===== config.mk =====
export PLATFORM = sky130hd
export DESIGN_NAME = add7_host
export DESIGN_NICKNAME = d
export VERILOG_FILES = /design/src/rtl/add7_host.sv
export SDC_FILE = /design/constraint.sdc
export NUM_CORES = 1
export LEC_CHECK = 0
export ABC_AREA = 1
export CAP_MARGIN = 20
export CORE_UTILIZATION = 47
export DETAILED_ROUTE_END_ITERATION = 16
export PLACE_DENSITY_LB_ADDON = 0.05
export SYNTH_ARGS = -nofsm -noshare
export SYNTH_HDL_FRONTEND = slang
export SYNTH_SLANG_ARGS = --single-unit
export TNS_END_PERCENT = 5

===== constraint.sdc =====
create_clock -name clk -period 2.32 [get_ports clk]
set_input_delay 0.348 -clock clk [delete_from_list [all_inputs] [get_ports clk]]
set_output_delay 0.348 -clock clk [all_outputs]
set_load 0.005 [all_outputs]

===== src/rtl/add7_host.sv =====
// add7_host: host-side driver for the 7-operand adder kernel.
// It collects operands from a valid/ready stream, loads them into the kernel with a one-cycle
// strobe, waits for the kernel's done level (with a watchdog), and returns the result on a
// valid/ready output stream. One job is in flight at a time.
module add7_host #(
   parameter int unsigned N_ARGS  = 7,
   parameter int unsigned ARG_W   = 13,
   parameter int unsigned RES_W   = 13,
   parameter int unsigned TIMEOUT = 64
) (
   input  logic                      clk,
   input  logic                      rst_n,
   // operand stream
   input  logic                      s_valid,
   output logic                      s_ready,
   input  logic [ARG_W-1:0]          s_data,
   input  logic                      s_last,
   // kernel side
   output logic                      k_r_enable,
   output logic [N_ARGS*ARG_W-1:0]   k_args,
   input  logic                      k_w_enable,
   input  logic [RES_W-1:0]          k_result,
   // result stream
   output logic                      m_valid,
   input  logic                      m_ready,
   output logic [RES_W-1:0]          m_data,
   output logic                      m_error,
   output logic                      busy
);

   localparam int unsigned CNT_W = (N_ARGS > 1) ? $clog2(N_ARGS) : 1;
   localparam int unsigned TMR_W = (TIMEOUT > 1) ? $clog2(TIMEOUT) : 1;

   localparam logic [CNT_W-1:0] LAST_SLOT = CNT_W'(N_ARGS - 1);
   localparam logic [TMR_W-1:0] TMR_LAST  = TMR_W'(TIMEOUT - 1);

   typedef enum logic [1:0] {
      StCollect,
      StLaunch,
      StWait,
      StOut
   } state_e;

   state_e                    state_q, state_d;
   logic [CNT_W-1:0]          count_q, count_d;
   logic [TMR_W-1:0]          timer_q, timer_d;
   logic [N_ARGS*ARG_W-1:0]   args_q, args_d;
   logic                      r_enable_q, r_enable_d;
   logic                      m_valid_q, m_valid_d;
   logic [RES_W-1:0]          m_data_q, m_data_d;
   logic                      m_error_q, m_error_d;

   logic                      in_collect;
   logic                      beat;
   logic                      at_last_slot;
   logic                      timer_expired;

   assign in_collect    = (state_q == StCollect);
   // Gated by rst_n so the stream never sees ready while the block is held in reset.
   assign s_ready       = in_collect & rst_n;
   assign beat          = s_valid & s_ready;
   assign at_last_slot  = (count_q == LAST_SLOT);
   assign timer_expired = (timer_q == TMR_LAST);
   assign busy          = ~(in_collect && (count_q == '0));

   assign k_r_enable = r_enable_q;
   assign k_args     = args_q;
   assign m_valid    = m_valid_q;
   assign m_data     = m_data_q;
   assign m_error    = m_error_q;

   // Next-state and registered-output logic for the job sequencer.
   always_comb begin
      state_d    = state_q;
      count_d    = count_q;
      timer_d    = timer_q;
      args_d     = args_q;
      r_enable_d = 1'b0;
      m_valid_d  = m_valid_q;
      m_data_d   = m_data_q;
      m_error_d  = m_error_q;

      unique case (state_q)
         StCollect: begin
            if (beat) begin
               for (int i = 0; i < N_ARGS; i++) begin
                  if (count_q == CNT_W'(i)) begin
                     args_d[i*ARG_W +: ARG_W] = s_data;
                  end
               end
               if (s_last && at_last_slot) begin
                  state_d    = StLaunch;
                  count_d    = '0;
                  r_enable_d = 1'b1;
               end else if (s_last || at_last_slot) begin
                  // Framing error: report it without ever starting the kernel.
                  state_d   = StOut;
                  count_d   = '0;
                  m_valid_d = 1'b1;
                  m_data_d  = '0;
                  m_error_d = 1'b1;
               end else begin
                  count_d = count_q + CNT_W'(1);
               end
            end
         end

         StLaunch: begin
            // Done flag is deliberately not looked at here: it may be stale from the last job.
            state_d = StWait;
            timer_d = '0;
         end

         StWait: begin
            if (k_w_enable) begin
               state_d   = StOut;
               m_valid_d = 1'b1;
               m_data_d  = k_result;
               m_error_d = 1'b0;
            end else if (timer_expired) begin
               state_d   = StOut;
               m_valid_d = 1'b1;
               m_data_d  = '0;
               m_error_d = 1'b1;
            end else begin
               timer_d = timer_q + TMR_W'(1);
            end
         end

         StOut: begin
            if (m_ready) begin
               state_d   = StCollect;
               m_valid_d = 1'b0;
            end
         end

         default: begin
            state_d = StCollect;
         end
      endcase
   end

   // State and output registers; reset abandons any job in flight.
   always_ff @(posedge clk or negedge rst_n) begin
      if (!rst_n) begin
         state_q    <= StCollect;
         count_q    <= '0;
         timer_q    <= '0;
         args_q     <= '0;
         r_enable_q <= 1'b0;
         m_valid_q  <= 1'b0;
         m_data_q   <= '0;
         m_error_q  <= 1'b0;
      end else begin
         state_q    <= state_d;
         count_q    <= count_d;
         timer_q    <= timer_d;
         args_q     <= args_d;
         r_enable_q <= r_enable_d;
         m_valid_q  <= m_valid_d;
         m_data_q   <= m_data_d;
         m_error_q  <= m_error_d;
      end
   end

endmodule


==> results of run 1 <==
synthesized netlist by cell type (all sizes together):
master,count
nor3,2
ha,10
nand3b,1
nand2,80
inv,45
xor2,1
o21ai,18
a21oi,79
dfrtp,118
nor2,108
xnor2,1
o21a,1
nand3,24
buf,17
o22ai,1
clkbuf,2
nand4,1
or2,1
metal layers:
layer  vias to the layer above  wire [µm]
li1                       1930          -
met1                      1877       5640
met2                       120       5570
met4                         0         88
met3                         8        739
met5                         -          0
worst max-delay path by stage:
stage / startpoint / to / slack [ns] / cells past startpoint
6_report: state_q[0] / s_ready / 0.07 / 5
2_1_floorplan: state_q[0] / m_data[10] / 0.70 / 11
3_5_place_dp: state_q[0] / m_data[1] / 0.29 / 9
3_3_place_gp: s_valid / m_data[5] / 0.35 / 8
4_1_cts: state_q[0] / s_ready / 0.01 / 5
5_1_grt: state_q[0] / s_ready / 0.007 / 5
kinds of logic (layout without fill, tap and decap cells):
group | count (synthesis) | after routing
adder cells (fa/ha/maj) | 10 | 10
buffers and inverters | 64 | 224
AO/OA/AOI/OAI | 99 | 99
AND/OR/NAND/NOR | 217 | 217
flip-flops | 118 | 118
XOR/XNOR | 2 | 2
flip-flops by register name, indices dropped and copies added, names as in the netlist:
name and flops:
m_error 1, timer_q 6, m_valid 1, count_q 3, k_r_enable 1, state_q 2, m_data 13, k_args 91
final cells by class:
cell class | instances | area [µm²]
fill | 747 | 2970
multi-input combinational | 328 | 1570
clock buffer | 19 | 442
clock inverter | 12 | 129
sequential | 118 | 2950
inverter | 45 | 169
tap | 133 | 166
timing repair buffer | 148 | 1460
power by group through the flow:
| stage | registers [mW] | logic [mW] | clock network (mW) |
|---|---|---|---|
| 6_report | 3.57 | 3.76 | 2.48 |
| 5_1_grt | 3.68 | 4.20 | 2.62 |
| 2_1_floorplan | 3.58 | 1.50 | 0 |
| 4_1_cts | 3.57 | 3.76 | 2.52 |
| 3_5_place_dp | 3.58 | 3.73 | 0 |
| 3_3_place_gp | 3.55 | 3.63 | 0 |
metrics by stage:
step	hold WS [ns]	instance area, µm²	std cells	power, mW	util [%]
2_1_floorplan	0.0524	4810	510	5.09	-
3_3_place_gp	0.459	6310	772	7.19	63.9
3_5_place_dp	0.458	6310	772	7.31	63.9
4_1_cts	0.0168	6880	803	9.85	69.7
5_1_grt	0.0327	6890	803	10.5	69.9
6_report	0.00418	6890	803	9.81	69.9
critical path, stage by stage (launching register included):
cell	delay (ns)
dfrtp_1	0.41
inv_1	0.15
ha_4	0.22
nand2_1	0.07
inv_1	0.05
clkdlybuf4s50_1	0.50
==> flow_summary.json, run 1 <==
{
  "run_status": "finished, final reports clean",
  "switching_share_pct": 31.4,
  "ys_seq_area_share_pct": 61.4,
  "p_clk_share_pct": 25.3,
  "drt-initial-drc-count": 129,
  "postCtsResizedCells": 1,
  "arrival_ns": 1.90,
  "drtAntennaViolNets": 0,
  "syn_area_um2": 4810,
  "grt_pass1_vias": 3797,
  "worstPathMaxFanout": 8,
  "synthAdderAreaFrac_pct": 2.60,
  "power_density_nw_per_um2": 1420,
  "synthSimpleGateAreaFrac_pct": 18.8,
  "postCtsSetupBuffers": 0,
  "rows": 36,
  "fin_skew_ns": 0.00899,
  "numCtsBuffers": 17,
  "vdd_drop_max_mv": 0.651,
  "cts_hold_buf": 0,
  "startpoint_type": "flip-flop",
  "hold_violations": 0,
  "switchingPower_mw": 3.08,
  "cts_root_buffer": "clkbuf_8",
  "period_share_pct": 96.9,
  "ys_seq_elements": 118,
  "h-tree-depth": 4,
  "yosys_warnings": 0,
  "io_buffers": 140,
  "clock_path_buffers": 2,
  "syn_to_final_growth_pct": 43.4,
  "clk_latency_ns": 0.51,
  "wl_per_cell_um": 15.0,
  "seqPwrFrac_pct": 36.4,
  "max_freq_mhz": 445,
  "io_pins": 141,
  "hpwl_mm": 8.41,
  "power_frac_comb_pct": 38.3,
  "drc": 0,
  "dr.pass1.iters": 4,
  "hp-class": "in -> async",
  "place_congestion": 0.787,
  "rsz0062_at_grt": "false",
  "synth_compound_area_share_pct": 10.6,
  "num_antenna_cells": 0,
  "use_met2_pct": 35.9,
  "grt_pass1_wl_mm": 18.9,
  "yosys-top-cells-area": "dfrtp_1 (61%), a21oi_1 (8.2%), nor2_1 (7.9%)",
  "final_cell_mix": "clkdlybuf4s50_1 (139), dfrtp_1 (118), nor2_1 (101)",
  "grt-busiest-layer": "met2",
  "rr_worst_depth": 10,
  "synth-xor-area-share_pct": 0.364,
  "rrSetupSlack_ns": 0.36,
  "dp_slack_ns": 0.287,
  "syn-num-nets": 552,
  "grtUsageMet1_pct": 33.6,
  "use_met3_pct": 7.73,
  "internal_power_mw": 6.73,
  "required_ns": 1.97,
  "start_util_pct": 48.7,
  "drive_above_1_share_pct": 8.36,
  "grt_usage_pct": 24.1,
  "chipWidth_um": 103,
  "netlist_instances": 510,
  "antenna_found_initial": 0,
  "cts_sinks": 118,
  "cts.clk_slew.worst_paths_ns": 0.05,
  "mostFrequentLayoutCell": "clkdlybuf4s50_1",
  "synth_cell_types": 26,
  "fin_crit_ns": 2.25,
  "setup-tns-final_ns": 0,
  "grt_max_degree": 72,
  "grt_overflow": 0,
  "rr_startpoint": "state_q[0]",
  "finalSetupViolations": 0,
  "reg2reg_to": "state_q[0]",
  "die_area_um2": 10600,
  "synth_top_family_by_area": "simple AND/OR/NAND/NOR gates",
  "cts_tree": "yes",
  "synth_top_area_cell": "dfrtp_1",
  "slew_headroom_pct": 40.9,
  "timing.final.ws_setup_ns": 0.0723,
  "drt_wl_total_mm": 12.0,
  "nNetsFinal": 700,
  "num_vias": 3935,
  "core-area_um2": 9860,
  "synth_top_area_share_pct": 61.4,
  "vias_per_cell": 4.90,
  "die_h_um": 103,
  "slew_violations": 0,
  "critical_path_class": "reg -> out",
  "avgSynthCellArea_um2": 9.43,
  "synth.area.mux_share_pct": 0,
  "endpoint_kind": "output port",
  "max-cap-violations": 0,
  "worstMarginPinSlew_ns": 0.887,
  "p_leak_nw": 3.23
}
No activity file was read; power rests on OpenSTA's default activity.
==> inputs of run 2 (changes only) <==
--- a/config.mk
+++ b/config.mk
@@ -6,7 +6,7 @@
 export NUM_CORES = 1
 export LEC_CHECK = 0
 export ABC_AREA = 1
-export CAP_MARGIN = 20
+export CAP_MARGIN = 0
 export CORE_UTILIZATION = 47
 export DETAILED_ROUTE_END_ITERATION = 16
 export PLACE_DENSITY_LB_ADDON = 0.05
==> results of run 2 <==
Same layout as run 1: the final DEF is identical, and so are final timing and power.
==> inputs of run 3 (changes only) <==
--- a/config.mk
+++ b/config.mk
@@ -8,8 +8,10 @@
 export ABC_AREA = 1
 export CAP_MARGIN = 0
 export CORE_UTILIZATION = 47
+export CTS_CLUSTER_SIZE = 28
 export DETAILED_ROUTE_END_ITERATION = 16
 export PLACE_DENSITY_LB_ADDON = 0.05
+export SLEW_MARGIN = 20
 export SYNTH_ARGS = -nofsm -noshare
 export SYNTH_HDL_FRONTEND = slang
 export SYNTH_SLANG_ARGS = --single-unit
==> results of run 3 <==
Same layout as run 1: the final DEF is identical, and so are final timing and power.
